===== src/rtl/bdeser.sv =====
`default_nettype none
// ============================================================================
// Module   : bdeser
// Purpose  : Serial-to-parallel deserializer. Accepts one bit per cycle while
//            sin_valid is high, assembles WIDTH-bit words in the order chosen
//            by ssl (latched on the first bit of each word) and presents them
//            on res with a valid/ready handshake. A completed word arriving
//            while res still holds an unread word is dropped and flagged on
//            overrun.
// Optional : BDESER_PARITY_EN - each word is followed by one even-parity bit;
//            parity_err reports the check result for the word on res.
//            Without the macro parity_err is tied to 0.
// Revision : 1.0 - initial release
//
// Ports
//   clock       in   rising-edge clock
//   reset       in   asynchronous active-low reset
//   sin_valid   in   serial bit present on sin this cycle
//   sin         in   serial data bit
//   ssl         in   bit order: 1 = MSB first, 0 = LSB first
//   clr         in   synchronous abort of the partial word
//   res         out  assembled word
//   res_valid   out  res holds an undelivered word
//   res_ready   in   consumer accepts res this cycle
//   overrun     out  one-cycle pulse when a completed word is dropped
//   parity_err  out  parity status of the word on res
// ============================================================================
module bdeser #(
    parameter int WIDTH = 4
) (
    input  logic             clock,
    input  logic             reset,
    input  logic             sin_valid,
    input  logic             sin,
    input  logic             ssl,
    input  logic             clr,
    output logic [WIDTH-1:0] res,
    output logic             res_valid,
    input  logic             res_ready,
    output logic             overrun,
    output logic             parity_err
);

    localparam int               CNT_W    = $clog2(WIDTH);
    localparam logic [CNT_W-1:0] LAST_BIT = CNT_W'(WIDTH - 1);

`ifdef BDESER_PARITY_EN
    typedef enum logic [1:0] {
        IDLE  = 2'd0,
        SHIFT = 2'd1,
        PAR   = 2'd2
    } state_t;
`else
    typedef enum logic [1:0] {
        IDLE  = 2'd0,
        SHIFT = 2'd1
    } state_t;
`endif

    state_t             state_q,     state_d;
    logic [CNT_W-1:0]   cnt_q,       cnt_d;
    logic [WIDTH-1:0]   shreg_q,     shreg_d;
    logic               ssl_q,       ssl_d;
    logic [WIDTH-1:0]   res_q,       res_d;
    logic               res_valid_q, res_valid_d;
    logic               overrun_q,   overrun_d;
`ifdef BDESER_PARITY_EN
    logic               perr_q,      perr_d;
    logic               perr_w;
`endif

    logic               order_w;
    logic [WIDTH-1:0]   shifted_w;
    logic               done_w;
    logic [WIDTH-1:0]   word_w;

    // The first bit of a word uses the live ssl; later bits use the copy
    // latched when the word started.
    assign order_w   = (state_q == IDLE) ? ssl : ssl_q;
    assign shifted_w = order_w ? {shreg_q[WIDTH-2:0], sin}
                               : {sin, shreg_q[WIDTH-1:1]};

    always_comb begin
        state_d     = state_q;
        cnt_d       = cnt_q;
        shreg_d     = shreg_q;
        ssl_d       = ssl_q;
        res_d       = res_q;
        res_valid_d = res_valid_q;
        overrun_d   = 1'b0;
        done_w      = 1'b0;
        word_w      = shreg_q;
`ifdef BDESER_PARITY_EN
        perr_d      = perr_q;
        perr_w      = 1'b0;
`endif

        // Serial side: clr wins over a bit presented in the same cycle.
        if (clr) begin
            state_d = IDLE;
            cnt_d   = '0;
            shreg_d = '0;
        end else if (sin_valid) begin
            if (state_q == IDLE) begin
                ssl_d = ssl;
            end
`ifdef BDESER_PARITY_EN
            if (state_q == PAR) begin
                // Even parity: data bits XOR parity bit must be 0.
                done_w  = 1'b1;
                word_w  = shreg_q;
                perr_w  = (^shreg_q) ^ sin;
                state_d = IDLE;
                cnt_d   = '0;
                shreg_d = '0;
            end else begin
                shreg_d = shifted_w;
                if (cnt_q == LAST_BIT) begin
                    state_d = PAR;
                    cnt_d   = '0;
                end else begin
                    state_d = SHIFT;
                    cnt_d   = cnt_q + CNT_W'(1);
                end
            end
`else
            if (cnt_q == LAST_BIT) begin
                done_w  = 1'b1;
                word_w  = shifted_w;
                state_d = IDLE;
                cnt_d   = '0;
                shreg_d = '0;
            end else begin
                shreg_d = shifted_w;
                state_d = SHIFT;
                cnt_d   = cnt_q + CNT_W'(1);
            end
`endif
        end

        // Output side: a completed word lands only if the holding register
        // is free or being emptied this cycle; otherwise it is dropped.
        if (done_w) begin
            if (!res_valid_q || res_ready) begin
                res_d       = word_w;
                res_valid_d = 1'b1;
`ifdef BDESER_PARITY_EN
                perr_d      = perr_w;
`endif
            end else begin
                overrun_d   = 1'b1;
            end
        end else if (res_valid_q && res_ready) begin
            res_valid_d = 1'b0;
        end
    end

    always_ff @(posedge clock or negedge reset) begin
        if (!reset) begin
            state_q     <= IDLE;
            cnt_q       <= '0;
            shreg_q     <= '0;
            ssl_q       <= 1'b0;
            res_q       <= '0;
            res_valid_q <= 1'b0;
            overrun_q   <= 1'b0;
`ifdef BDESER_PARITY_EN
            perr_q      <= 1'b0;
`endif
        end else begin
            state_q     <= state_d;
            cnt_q       <= cnt_d;
            shreg_q     <= shreg_d;
            ssl_q       <= ssl_d;
            res_q       <= res_d;
            res_valid_q <= res_valid_d;
            overrun_q   <= overrun_d;
`ifdef BDESER_PARITY_EN
            perr_q      <= perr_d;
`endif
        end
    end

    assign res       = res_q;
    assign res_valid = res_valid_q;
    assign overrun   = overrun_q;
`ifdef BDESER_PARITY_EN
    assign parity_err = perr_q;
`else
    assign parity_err = 1'b0;
`endif

endmodule
`default_nettype wire


===== config.mk =====
export PLATFORM = sky130hd
export DESIGN_NAME = bdeser
export DESIGN_NICKNAME = d
export VERILOG_FILES = /design/src/rtl/bdeser.sv
export SDC_FILE = /design/constraint.sdc
export NUM_CORES = 1
export LEC_CHECK = 0
export ABC_AREA = 0
export CORE_MARGIN = 3
export CORE_UTILIZATION = 47
export DETAILED_ROUTE_END_ITERATION = 8
export PLACE_DENSITY = 0.81
export SYNTH_ARGS = -nofsm -noshare
export SYNTH_HDL_FRONTEND = slang
export SYNTH_SLANG_ARGS = --single-unit

===== constraint.sdc =====
create_clock -name clock -period 1.6 [get_ports clock]
set_input_delay 0.16 -clock clock [delete_from_list [all_inputs] [get_ports clock]]
set_output_delay 0.16 -clock clock [all_outputs]
set_load 0.05 [all_outputs]

* Yosys cells after proc, flatten, opt, wreduce, memory -nomap -nowiden
Cells that the tools add are included.
** Operators by class
- Add/sub/neg operators :: 1
- Equality and inequality tests :: 2
- Multiplexer cells :: 22
- Bitwise logic cells :: 1
- Reduce and logical (&&, ||, !) cells :: 9
** Operators with widths (count)
- two-way mux 4 bit :: 7
- two-way mux 1 bit :: 10
- two-way mux 2 bit :: 5
- AND reduction 2 bit :: 3
- nonzero test 2 bit :: 2
- adder 2 x 1 -> 2 bit (second input constant) :: 1
- equality test 2 bit (second input constant) :: 1
- zero test 2 bit :: 1
- inequality test 2 x 1 -> 1 bit (second input constant) :: 1
- logical AND 1 bit :: 1
- zero test 1 bit :: 1
- logical OR 1 bit :: 1
- NOT 1 bit :: 1
** Word-level totals
- Flip-flop bits (word level) :: 15
- Input port bits :: 7
- Output and inout port bits :: 7
- Logic and storage cells :: 42

* Logic depth before layout (Yosys ltp)
- Depth after elaboration :: 6
- Mapped depth :: 4
- Depth with buffers taken out :: 4

* Worst setup path after synthesis
Ideal clock, no wire load.
- Kind :: register to register
- Start :: reg res_valid_q, in the netlist res_valid
- End :: reg res_q[0], in the netlist res[0]
- Arrival time :: 1.215 ns
- Data required time :: 1.521 ns
- Slack :: 0.306 ns
- Stages on the path, launching flop included :: 4
- Buffers on the path :: 0
- Clock period less this slack :: 1.294 ns
- Cells stage by stage :: dfrtp_1 -> nand2b_1 -> nor3b_4 -> mux2i_1
** Between the ends
- Word-level cells in the longest chain between the ends :: 3
** RTL lines
- start: declaration :: RTL line 65 : logic res_valid_q, res_valid_d;
- start signal: assignment :: RTL line 176 : res_valid_q <= res_valid_d;
- zero test 1 bit :: RTL line 144 : if (!res_valid_q || res_ready) begin
- logical OR 1 bit :: RTL line 144
- AND reduction 2 bit (no line)
- end signal: assignment :: RTL line 175 : res_q <= res_d;
- end: declaration :: RTL line 64 : logic [WIDTH-1:0] res_q, res_d;
No other way between the ends.
A chain may end at the register's enable or synchronous reset.

* Worst setup path after layout
- Start :: reg cnt_q[0]
- End :: reg res_q[1], in the netlist res[1]
** Between the ends
- Word-level cells in the longest chain between the ends :: 5
- Elaborated cells on any way between the ends :: 8
** RTL lines
- start: declaration :: RTL line 61 : logic [CNT_W-1:0] cnt_q, cnt_d;
- start signal: assignment :: RTL line 172 : cnt_q <= cnt_d;
- equality test 2 bit (*) :: RTL line 127 : if (cnt_q == LAST_BIT) begin
- two-way mux 1 bit :: RTL line 127
- two-way mux 1 bit :: RTL line 103 : end else if (sin_valid) begin
- two-way mux 1 bit :: RTL line 99 : if (clr) begin
- AND reduction 2 bit (no line)
Every way passes the cells marked *; elsewhere a longest branch is shown, timed or not.

==> results.py <==
metrics = {
    "outcome": {
        "run_status": "completed",
    },
    "route": {
        "drc": 0,
        "viasPerCell": 5.18,
        "wl_per_cell_um": 14.3,
        "postRouteAntennaNets": 0,
        "first_iter_violations": 7,
        "wl_mm": 1.27,
        "vias": 461,
        "firstDrtPassIters": 4,
    },
    "critical_path": {
        "critPathBufInv": 0,
        "reg2reg_depth": 4,
        "path_max_fanout": 4,
        "worst_ep_arrival_time_ps": 1550,
        "path_cells": "ha_1, nand2_4, nor3b_4, mux2i_1",
        "cp_top_family": "simple AND/OR/NAND/NOR gates",
        "worstSetupEndpointType": "flop",
        "crit_type": "reg -> reg",
        "cp_slowest_stage_delay_ps": 370,
        "worstSetupPathDepth": 4,
        "crit_required_ps": 1790,
        "critPathLaunchType": "flop",
        "critPathSlowestCell": "dfrtp_1",
    },
    "clock_network": {
        "cts.reportedPaths.clkPinSlew_ps": 90,
        "clock-sinks": 14,
        "cts_tree": "done",
        "cts_buffer_depth": 2,
        "cts_setup_buffers": 0,
        "hold_buffers": 0,
        "cts.htree.levels": 1,
        "clkLatencyLatePin_ps": 280,
        "cts-root-buf": "clkbuf_4",
        "cts_resized": 0,
        "numCtsBuffers": 3,
    },
    "power": {
        "p_sw_frac": 0.334,
        "power.density_nw_per_um2": 1120,
        "p_comb_frac": 0.290,
        "internal-power_mw": 0.631,
        "p_leak_nw": 0.404,
        "p_clk_frac": 0.265,
        "p_sw_mw": 0.317,
        "seqPwrFrac": 0.445,
        "max-vdd-ir-drop_uv": 739,
    },
    "global_route": {
        "grt_usage": 0.174,
        "grt_pass1_wl_mm": 2.33,
        "grt_start_max_net_pins": 15,
        "antenna_found_initial": 0,
        "gr-total-overflow": 0,
        "grt_pass1_vias": 499,
    },
    "sta": {
        "fmax_mhz": 738,
        "min_period_ps": 1350,
        "setup_viol": 0,
        "fin_ws_ps": 246,
        "finalHoldViolCount": 0,
        "fin_setup_tns_ps": 0,
        "rsz0062_at_grt": "no",
        "fin_crit_sh": 0.846,
        "final-max-slew-violation-count": 0,
        "fin_skew_ps": 9.62,
    },
    "floorplanning": {
        "die-height_um": 43.8,
        "io_pins": 14,
        "start_util": 0.551,
        "die_w_um": 43.8,
        "fp-row-count": 12,
        "core_area_um2": 1220,
        "die_area_um2": 1920,
    },
    "synth": {
        "yosysWarnings": 0,
        "synth_edf_count": 0,
        "synth_flop_cell": "dfrtp_1",
        "netlist_instances": 57,
        "synth_seq_area_share": 0.522,
        "netlist_area_um2": 671,
        "avgSynthCellArea_um2": 11.8,
        "synth_common_cells": "dfrtp_1, mux2i_1, inv_1, nor2_1",
        "yosysMostFrequentCell": "dfrtp_1",
        "ys_types": 19,
        "synth_fp_nets": 65,
        "synthArstFlopShare": 1.00,
        "synth_top_cell_area_share": 0.522,
        "synth_area_leaders": "dfrtp_1, mux2i_1, inv_1",
        "synth_area_leader_cell": "dfrtp_1",
        "ys_ff_latch": 14,
    },
    "placed_design": {
        "dp_slack_ps": 117,
        "placed_area_um2": 807,
        "place_inst": 85,
        "place_hpwl_um": 890,
        "portBuffers": 12,
        "gp_congestion": 0.819,
    },
    "final_layout": {
        "drive_gt1_frac": 0.253,
        "diodes": 0,
        "design_area_um2": 843,
        "num-nets-final": 84,
        "final_cells": 89,
        "synthToLayoutAreaGrowth_pct": 25.7,
    },
    "hold_path": {
        "hold_class": "in -> async",
    },
    "job": {
        "cap_violations": 0,
    },
}
## power by group through the flow
stage / clock [mW] / sequential (mW) / combinational (mW)
after detailed placement: 0 / 0.428 / 0.278
after global routing: 0.275 / 0.431 / 0.296
after floorplan: 0 / 0.526 / 0.0851
after CTS: 0.259 / 0.423 / 0.279
final: 0.251 / 0.422 / 0.275
after global placement: 0 / 0.428 / 0.271
## per-stage QoR
| stage | util | hold WS, ps | total power, mW |
|---|---|---|---|
| 2_1_floorplan | - | -136 | 0.611 |
| 3_3_place_gp | 0.664 | 488 | 0.699 |
| 3_5_place_dp | 0.664 | 484 | 0.706 |
| 4_1_cts | 0.693 | 182 | 0.961 |
| 5_1_grt | 0.693 | 183 | 1.00 |
| 6_report | 0.693 | 177 | 0.948 |
## per-layer routing
layer	global-route usage	part of all wire	routed length [um]	vias up
met4	0.0904	0.024	30	0
met3	0.0830	0.075	96	4
met2	0.270	0.48	609	16
li1	-	-	-	225
met1	0.196	0.42	536	216
met5	0	0	0	-
## registers in the layout, indices dropped and copies added, names as in the netlist
register / count
state_q: 1
ssl_q: 1
res_valid: 1
overrun: 1
cnt_q: 2
shreg_q: 4
res: 4
## logic make-up (layout without fill, tap and decap cells)
group / count (synthesis) / count (layout) / share of synthesized area
mux: 11 / 11 / 0.183
other cells: 1 / 1 / 0.00559
fa+ha+maj: 1 / 1 / 0.0187
simple gates: 13 / 13 / 0.127
compound gates: 7 / 7 / 0.0690
buf+inv: 10 / 28 / 0.0746
flops: 14 / 14 / 0.522
## cells in the final DEF, fill, tap and decap left out
| master | instances |
|---|---|
| o21ai_1 | 1 |
| nand2_4 | 1 |
| inv_1 | 7 |
| clkbuf_4 | 3 |
| clkbuf_8 | 1 |
| nand2b_1 | 2 |
| mux2i_4 | 1 |
| or3b_4 | 1 |
| dfrtp_1 | 14 |
| buf_4 | 11 |
| clkdlybuf4s50_1 | 6 |
| o32ai_1 | 3 |
| nor3_1 | 1 |
| o21ai_0 | 3 |
| nand2_1 | 2 |
| nor2_1 | 5 |
| ha_1 | 1 |
| conb_1 | 1 |
| nor3b_4 | 1 |
| mux2i_1 | 10 |
## final timing paths
path / start / endpoint / slack (ps)
setup reg to reg: cnt_q[0]$_DFFE_PN0P_ / res[1]$_DFFE_PN0P_ / 250
min in group clock: shreg_q[3]$_DFFE_PN0P_ / shreg_q[3]$_DFFE_PN0P_ / 510
hold reg to reg: shreg_q[3]$_DFFE_PN0P_ / shreg_q[3]$_DFFE_PN0P_ / 510
setup / recovery: cnt_q[0]$_DFFE_PN0P_ / res[1]$_DFFE_PN0P_ / 250
max in group asynchronous: reset / res[1]$_DFFE_PN0P_ / 1250
hold / removal: reset / overrun$_DFF_PN0_ / 180
## layout make-up
class | instances | area, um2
Multi-Input combinational cell | 33 | 270
Inverter | 7 | 26.3
Clock buffer | 4 | 36.3
Timing Repair Buffer | 17 | 143
Fill cell | 98 | 373
Tap cell | 14 | 17.5
Sequential cell | 14 | 350
Power figures use the tool's default switching activity.
